## src/rtl/mc_pkg.sv

```systemverilog
// ============================================================================
// Module : mc_pkg
// Brief  : Shared encodings for the multicycle controller and its datapath.
// Rev    : 1.0  initial release
// ============================================================================
`default_nettype none

package mc_pkg;

  typedef enum logic [3:0] {
    FETCH  = 4'd0,
    DECODE = 4'd1,
    MEMADR = 4'd2,
    MEMRD  = 4'd3,
    MEMWB  = 4'd4,
    MEMWR  = 4'd5,
    EXEC   = 4'd6,
    ALUWB  = 4'd7,
    BRANCH = 4'd8,
    ADDIEX = 4'd9,
    ADDIWB = 4'd10,
    JUMP   = 4'd11
  } state_t;

  localparam logic [5:0] c_op_lw    = 6'b100011;
  localparam logic [5:0] c_op_sw    = 6'b101011;
  localparam logic [5:0] c_op_rtype = 6'b000000;
  localparam logic [5:0] c_op_beq   = 6'b000100;
  localparam logic [5:0] c_op_addi  = 6'b001000;
  localparam logic [5:0] c_op_j     = 6'b000010;

  localparam logic [1:0] c_aluop_add   = 2'b00;
  localparam logic [1:0] c_aluop_sub   = 2'b01;
  localparam logic [1:0] c_aluop_funct = 2'b10;

  localparam logic [1:0] c_pcsrc_alu    = 2'b00;
  localparam logic [1:0] c_pcsrc_aluout = 2'b01;
  localparam logic [1:0] c_pcsrc_jump   = 2'b10;

  localparam logic [1:0] c_srcb_reg   = 2'b00;
  localparam logic [1:0] c_srcb_four  = 2'b01;
  localparam logic [1:0] c_srcb_imm   = 2'b10;
  localparam logic [1:0] c_srcb_immsh = 2'b11;

  typedef struct packed {
    logic       ir;
    logic       pcwrite;
    logic       memread;
    logic       memwrite;
    logic       regwrite;
    logic       iord;
    logic       memtoreg;
    logic       regdst;
    logic       alusrca;
    logic [1:0] alusrcb;
    logic [1:0] aluop;
    logic [1:0] pcsrc;
  } ctrl_t;

endpackage

`default_nettype wire

```

## src/rtl/mc_out_decode.sv

```systemverilog
// ============================================================================
// Module : mc_out_decode
// Brief  : Current state to datapath strobes/selects (Moore plus handshake).
// Rev    : 1.0  initial release
// ============================================================================
`default_nettype none

module mc_out_decode
  import mc_pkg::*;
(
  input  state_t     state,
  input  logic       mem_ready,
  input  logic       zero,
  output ctrl_t      ctrl
);

  always_comb begin
    ctrl = '0;
    unique case (state)
      FETCH: begin
        // IR load and PC increment only commit in the cycle the fetch completes
        ctrl.memread = 1'b1;
        ctrl.alusrcb = c_srcb_four;
        ctrl.aluop   = c_aluop_add;
        ctrl.pcsrc   = c_pcsrc_alu;
        ctrl.ir      = mem_ready;
        ctrl.pcwrite = mem_ready;
      end
      DECODE: ctrl.alusrcb = c_srcb_immsh;
      MEMADR, ADDIEX: begin
        ctrl.alusrca = 1'b1;
        ctrl.alusrcb = c_srcb_imm;
      end
      MEMRD: begin
        ctrl.memread = 1'b1;
        ctrl.iord    = 1'b1;
      end
      MEMWB: begin
        ctrl.regwrite = 1'b1;
        ctrl.memtoreg = 1'b1;
      end
      MEMWR: begin
        ctrl.memwrite = 1'b1;
        ctrl.iord     = 1'b1;
      end
      EXEC: begin
        ctrl.alusrca = 1'b1;
        ctrl.aluop   = c_aluop_funct;
      end
      ALUWB: begin
        ctrl.regwrite = 1'b1;
        ctrl.regdst   = 1'b1;
      end
      BRANCH: begin
        ctrl.alusrca = 1'b1;
        ctrl.aluop   = c_aluop_sub;
        ctrl.pcsrc   = c_pcsrc_aluout;
        ctrl.pcwrite = zero;
      end
      ADDIWB: ctrl.regwrite = 1'b1;
      JUMP: begin
        ctrl.pcsrc   = c_pcsrc_jump;
        ctrl.pcwrite = 1'b1;
      end
      default: ctrl = '0;
    endcase
  end

endmodule

`default_nettype wire

```

## src/rtl/mc_control.sv

```systemverilog
// ============================================================================
// Module : mc_control
// Brief  : Multicycle processor main control FSM with memory handshake.
// Rev    : 1.0  initial release
// ============================================================================
`default_nettype none

module mc_control
  import mc_pkg::*;
#(
  parameter int OPW = 6,
  parameter int SW  = 4
) (
  input  logic           CLK,
  input  logic           RST,
  input  logic [OPW-1:0] Op,
  input  logic           Zero,
  input  logic           MemReady,
  output logic           IR,
  output logic           PCWrite,
  output logic           MemRead,
  output logic           MemWrite,
  output logic           RegWrite,
  output logic           IorD,
  output logic           MemtoReg,
  output logic           RegDst,
  output logic           ALUSrcA,
  output logic [1:0]     ALUSrcB,
  output logic [1:0]     ALUOp,
  output logic [1:0]     PCSrc,
  output logic           Illegal,
  output logic [SW-1:0]  State
);

  state_t     r_state;
  state_t     w_next;
  logic       w_illegal;
  logic [5:0] w_op;
  ctrl_t      w_ctrl;
  ctrl_t      w_ctrl_q;

  assign w_op = 6'(Op);

  always_ff @(posedge CLK or posedge RST) begin
    if (RST) r_state <= FETCH;
    else     r_state <= w_next;
  end

  always_comb begin
    w_next    = FETCH;
    w_illegal = 1'b0;
    unique case (r_state)
      FETCH:  w_next = MemReady ? DECODE : FETCH;
      DECODE: begin
        if (w_op == c_op_lw || w_op == c_op_sw) w_next = MEMADR;
        else if (w_op == c_op_rtype)            w_next = EXEC;
        else if (w_op == c_op_beq)              w_next = BRANCH;
        else if (w_op == c_op_addi)             w_next = ADDIEX;
        else if (w_op == c_op_j)                w_next = JUMP;
        else                                    w_illegal = 1'b1;
      end
      MEMADR: w_next = (w_op == c_op_lw) ? MEMRD : MEMWR;
      MEMRD:  w_next = MemReady ? MEMWB : MEMRD;
      MEMWR:  w_next = MemReady ? FETCH : MEMWR;
      EXEC:   w_next = ALUWB;
      ADDIEX: w_next = ADDIWB;
      // MEMWB, ALUWB, BRANCH, ADDIWB, JUMP and corrupt encodings go back to FETCH
      default: w_next = FETCH;
    endcase
  end

  mc_out_decode u_out_decode (
    .state     (r_state),
    .mem_ready (MemReady),
    .zero      (Zero),
    .ctrl      (w_ctrl)
  );

  // Reset forces every strobe low, even though the state already reads FETCH
  assign w_ctrl_q = RST ? '0 : w_ctrl;

  assign IR       = w_ctrl_q.ir;
  assign PCWrite  = w_ctrl_q.pcwrite;
  assign MemRead  = w_ctrl_q.memread;
  assign MemWrite = w_ctrl_q.memwrite;
  assign RegWrite = w_ctrl_q.regwrite;
  assign IorD     = w_ctrl_q.iord;
  assign MemtoReg = w_ctrl_q.memtoreg;
  assign RegDst   = w_ctrl_q.regdst;
  assign ALUSrcA  = w_ctrl_q.alusrca;
  assign ALUSrcB  = w_ctrl_q.alusrcb;
  assign ALUOp    = w_ctrl_q.aluop;
  assign PCSrc    = w_ctrl_q.pcsrc;
  assign Illegal  = w_illegal & ~RST;
  assign State    = SW'(r_state);

endmodule

`default_nettype wire

```

## config.mk

```make
export PLATFORM = sky130hd
export DESIGN_NAME = mc_control
export DESIGN_NICKNAME = d
export VERILOG_FILES = /design/src/rtl/mc_pkg.sv /design/src/rtl/mc_out_decode.sv /design/src/rtl/mc_control.sv
export SDC_FILE = /design/constraint.sdc
export NUM_CORES = 1
export LEC_CHECK = 0
export ABC_AREA = 1
export CAP_MARGIN = 0
export CORE_MARGIN = 10
export CORE_UTILIZATION = 40
export DETAILED_ROUTE_END_ITERATION = 10
export PLACE_DENSITY = 0.82
export SYNTH_ARGS = -nofsm -noshare
export SYNTH_HDL_FRONTEND = slang
export SYNTH_SLANG_ARGS = --single-unit
```

## constraint.sdc

```tcl
create_clock -name CLK -period 3.2 [get_ports CLK]
set_input_delay 0.64 -clock CLK [delete_from_list [all_inputs] [get_ports CLK]]
set_output_delay 0.64 -clock CLK [all_outputs]
set_load 0.005 [all_outputs]
```

==> impl_metrics.csv, run 1 <==
group,metric,value,unit
layout,largest_register_ff_count,4,
clocking,tritoncts,"built",
sta,fin_skew,8.72,ps
placed_design,io_buffers,29,
outcome,outcome,"finished clean",
floorplan,pin_count,30,
layout,drive_gt1_frac,0.121,
synthesis,synth_edf_count,0,
clocking,cts.repair.resized,0,
sta,timing.fmax,360,MHz
synthesis,syn_area,552,µm²
placed_design,place_ws,422,ps
clocking,cts.hold.buffers_added,0,
worst_setup_path,cp-start-kind,"primary input",
worst_setup_path,critical_path.startpoint,"Op[2]",
global_route,grt_overflow,0,
synthesis,yosys_warnings,0,
sta,worst_slew_pin_slew,276,ps
floorplan,fp.dieW,57.1,µm
pwr,p_leak,0.000453,µW
global_route,grt_pass1_wl,3060,µm
worst_setup_path,reg2reg_slack,2010,ps
global_route,grt_pass1_vias,690,
clocking,cts_setup_buffers,0,
worst_setup_path,cp_max_fo,4,
worst_setup_path,criticalPathCategory,"primary input to output pin",
drt,drc,0,
sta,drv_slew,0,
drt,vias,781,
drt,drt_iter0_markers,18,
clocking,numCtsBuffers,3,
layout,area_delta_synth_final,60.5,%
synthesis,synth_flop_cell,"dfrtp_1",
global_route,grt_use_total,0.112,
drt,wl_per_cell,11.6,µm
sta,fin_ws,421,ps
floorplan,rows,13,
pwr,peakVddDrop,0.000182,V
synthesis,synthesis.nets,118,
synthesis,synth_top_area_frac,0.224,
synthesis,synth_seq_area_share,0.181,
drt,via_per_inst,5.04,
sta,post-route-period-util,0.869,
synthesis,synth_common_cells,"nand2_1 (33), nor2_1 (26), nand3_1 (13)",
worst_setup_path,required,2560,ps
clocking,insertion_delay,240,ps
clocking,clock_sinks,4,
sta,relSlewSlack,0.816,
placed_design,gp_congestion,0.839,
synthesis,yosys.cell_types.count,14,
drt,dr.pass1.iters,5,
synthesis,postSynthCellCount,108,
sta,rsz0062_at_grt,"no",
clocking,htree_levels,1,
worst_setup_path,r2r-end,"State[1]",
clocking,clk_pin_slew,40,ps
global_route,antenna_found_initial,0,
synthesis,synth_top_cell_by_area,"nand2_1",
sta,finalSetupViolCount,0,
floorplan,initial_utilization,0.424,
worst_hold_path,min_path_type,"primary input to async pin",
synthesis,synth.most_common_cell,"nand2_1",
sta,min_period,2780,ps
synthesis,netlist_top_cells_area,"nand2_1 (22%), dfrtp_1 (18%), nor2_1 (18%)",
synthesis,avgSynthCellArea,5.11,µm²
worst_setup_path,critPathCapture,"Illegal",
worst_setup_path,r2r_cells,7,
drt,ant_nets,0,
synthesis,synthArstFlopShare,1.00,
clocking,root_buffer,"clkbuf_4",
worst_setup_path,cp-end-kind,"output pin",
floorplan,core,1300,µm²
floorplan,die_h,57.1,µm
layout,antenna-diode-count,0,
drt,routed_wl,1810,µm
synthesis,synth-seq-cells,4,
layout,fin_nets,152,
worst_setup_path,crit_arrival,2140,ps
sta,finalHoldViolCount,0,
floorplan,dieArea,3260,µm²
pwr,p_per_area,322,nW/µm²
flow_run,drv_cap,0,
worst_setup_path,worstReg2RegStart,"State[1]",
placed_design,dp_hpwl,1540,µm
clocking,clockBufferDepth,2,
sta,setup_tns,0,ps
global_route,grt_max_degree,12,
-- layout by cell type (no fill, tap or decap) --
| cell | n |
|---|---|
| nand3_1 | 13 |
| a211oi_1 | 1 |
| o22ai_1 | 1 |
| a31oi_1 | 1 |
| dfrtp_1 | 4 |
| inv_2 | 7 |
| buf_4 | 1 |
| and2_1 | 1 |
| nor2_4 | 3 |
| nand2_1 | 33 |
| inv_1 | 12 |
| clkbuf_4 | 3 |
| clkdlybuf4s50_1 | 29 |
| a21oi_1 | 2 |
| nor2_2 | 3 |
| nor2_1 | 26 |
-- where the power goes --
group	leakage (µW)	switching (µW)	internal, µW	total [µW]
clock network	0.0000138	22.4	42.0	64.5
logic	0.000385	75.3	74.5	150
registers	0.0000541	13.7	57.6	71.3
-- metrics by stage --
stage | area, µm² | util | hold slack, ps | total power [µW] | instances
floorplan | 552 | - | 423 | 144 | 108
detailed placement | 863 | 0.663 | 763 | 223 | 152
finish | 886 | 0.681 | 679 | 285 | 155
global placement | 863 | 0.663 | 747 | 219 | 152
global route | 886 | 0.681 | 721 | 313 | 155
CTS | 886 | 0.681 | 683 | 289 | 155
-- metal layers --
layer	track usage	share of wire	up-vias
met4	0.0470	0.011	0
met2	0.195	0.51	36
li1	-	-	394
met1	0.114	0.38	345
met5	0	0	-
met3	0.0487	0.099	6
-- kinds of logic (layout without fill, tap and decap cells) --
kind of cell,Yosys count,in the layout,synth area share
flops,4,4,0.181
simple gates,79,79,0.626
compound gates,5,5,0.0544
buf+inv,20,52,0.138
-- worst min path at each step --
stage	from	endpoint	depth (start not counted)
final	RST	State[2]	2
after global routing	RST	State[2]	2
after CTS	RST	State[2]	2
after detailed placement	State[2]	State[3]	3
after global placement	State[2]	State[3]	3
after floorplan	RST	State[0]	1
-- cell type report --
| class | instances | area [µm²] |
|---|---|---|
| timing repair buffer | 30 | 298 |
| clock buffer | 3 | 22.5 |
| sequential | 4 | 100 |
| fill | 125 | 415 |
| inverter | 19 | 71.3 |
| tap | 15 | 18.8 |
| multi-input combinational | 84 | 375 |
-- critical path, cell delays in order --
cell	delay (ps)
clkdlybuf4s50_1	460
nor2_1	240
nand3_1	160
nand3_1	140
nor2_1	50
clkdlybuf4s50_1	440
Note: power is estimated with default switching activity, not from simulation.
==> inputs of run 2 (changes only) <==
Settings changed: ABC_CLOCK_PERIOD_IN_PS from default to 3200, SKIP_LAST_GASP from default to 1, SLEW_MARGIN from default to 10.
==> results of run 2 <==
Final layout, timing and power as in run 1 (identical DEF).
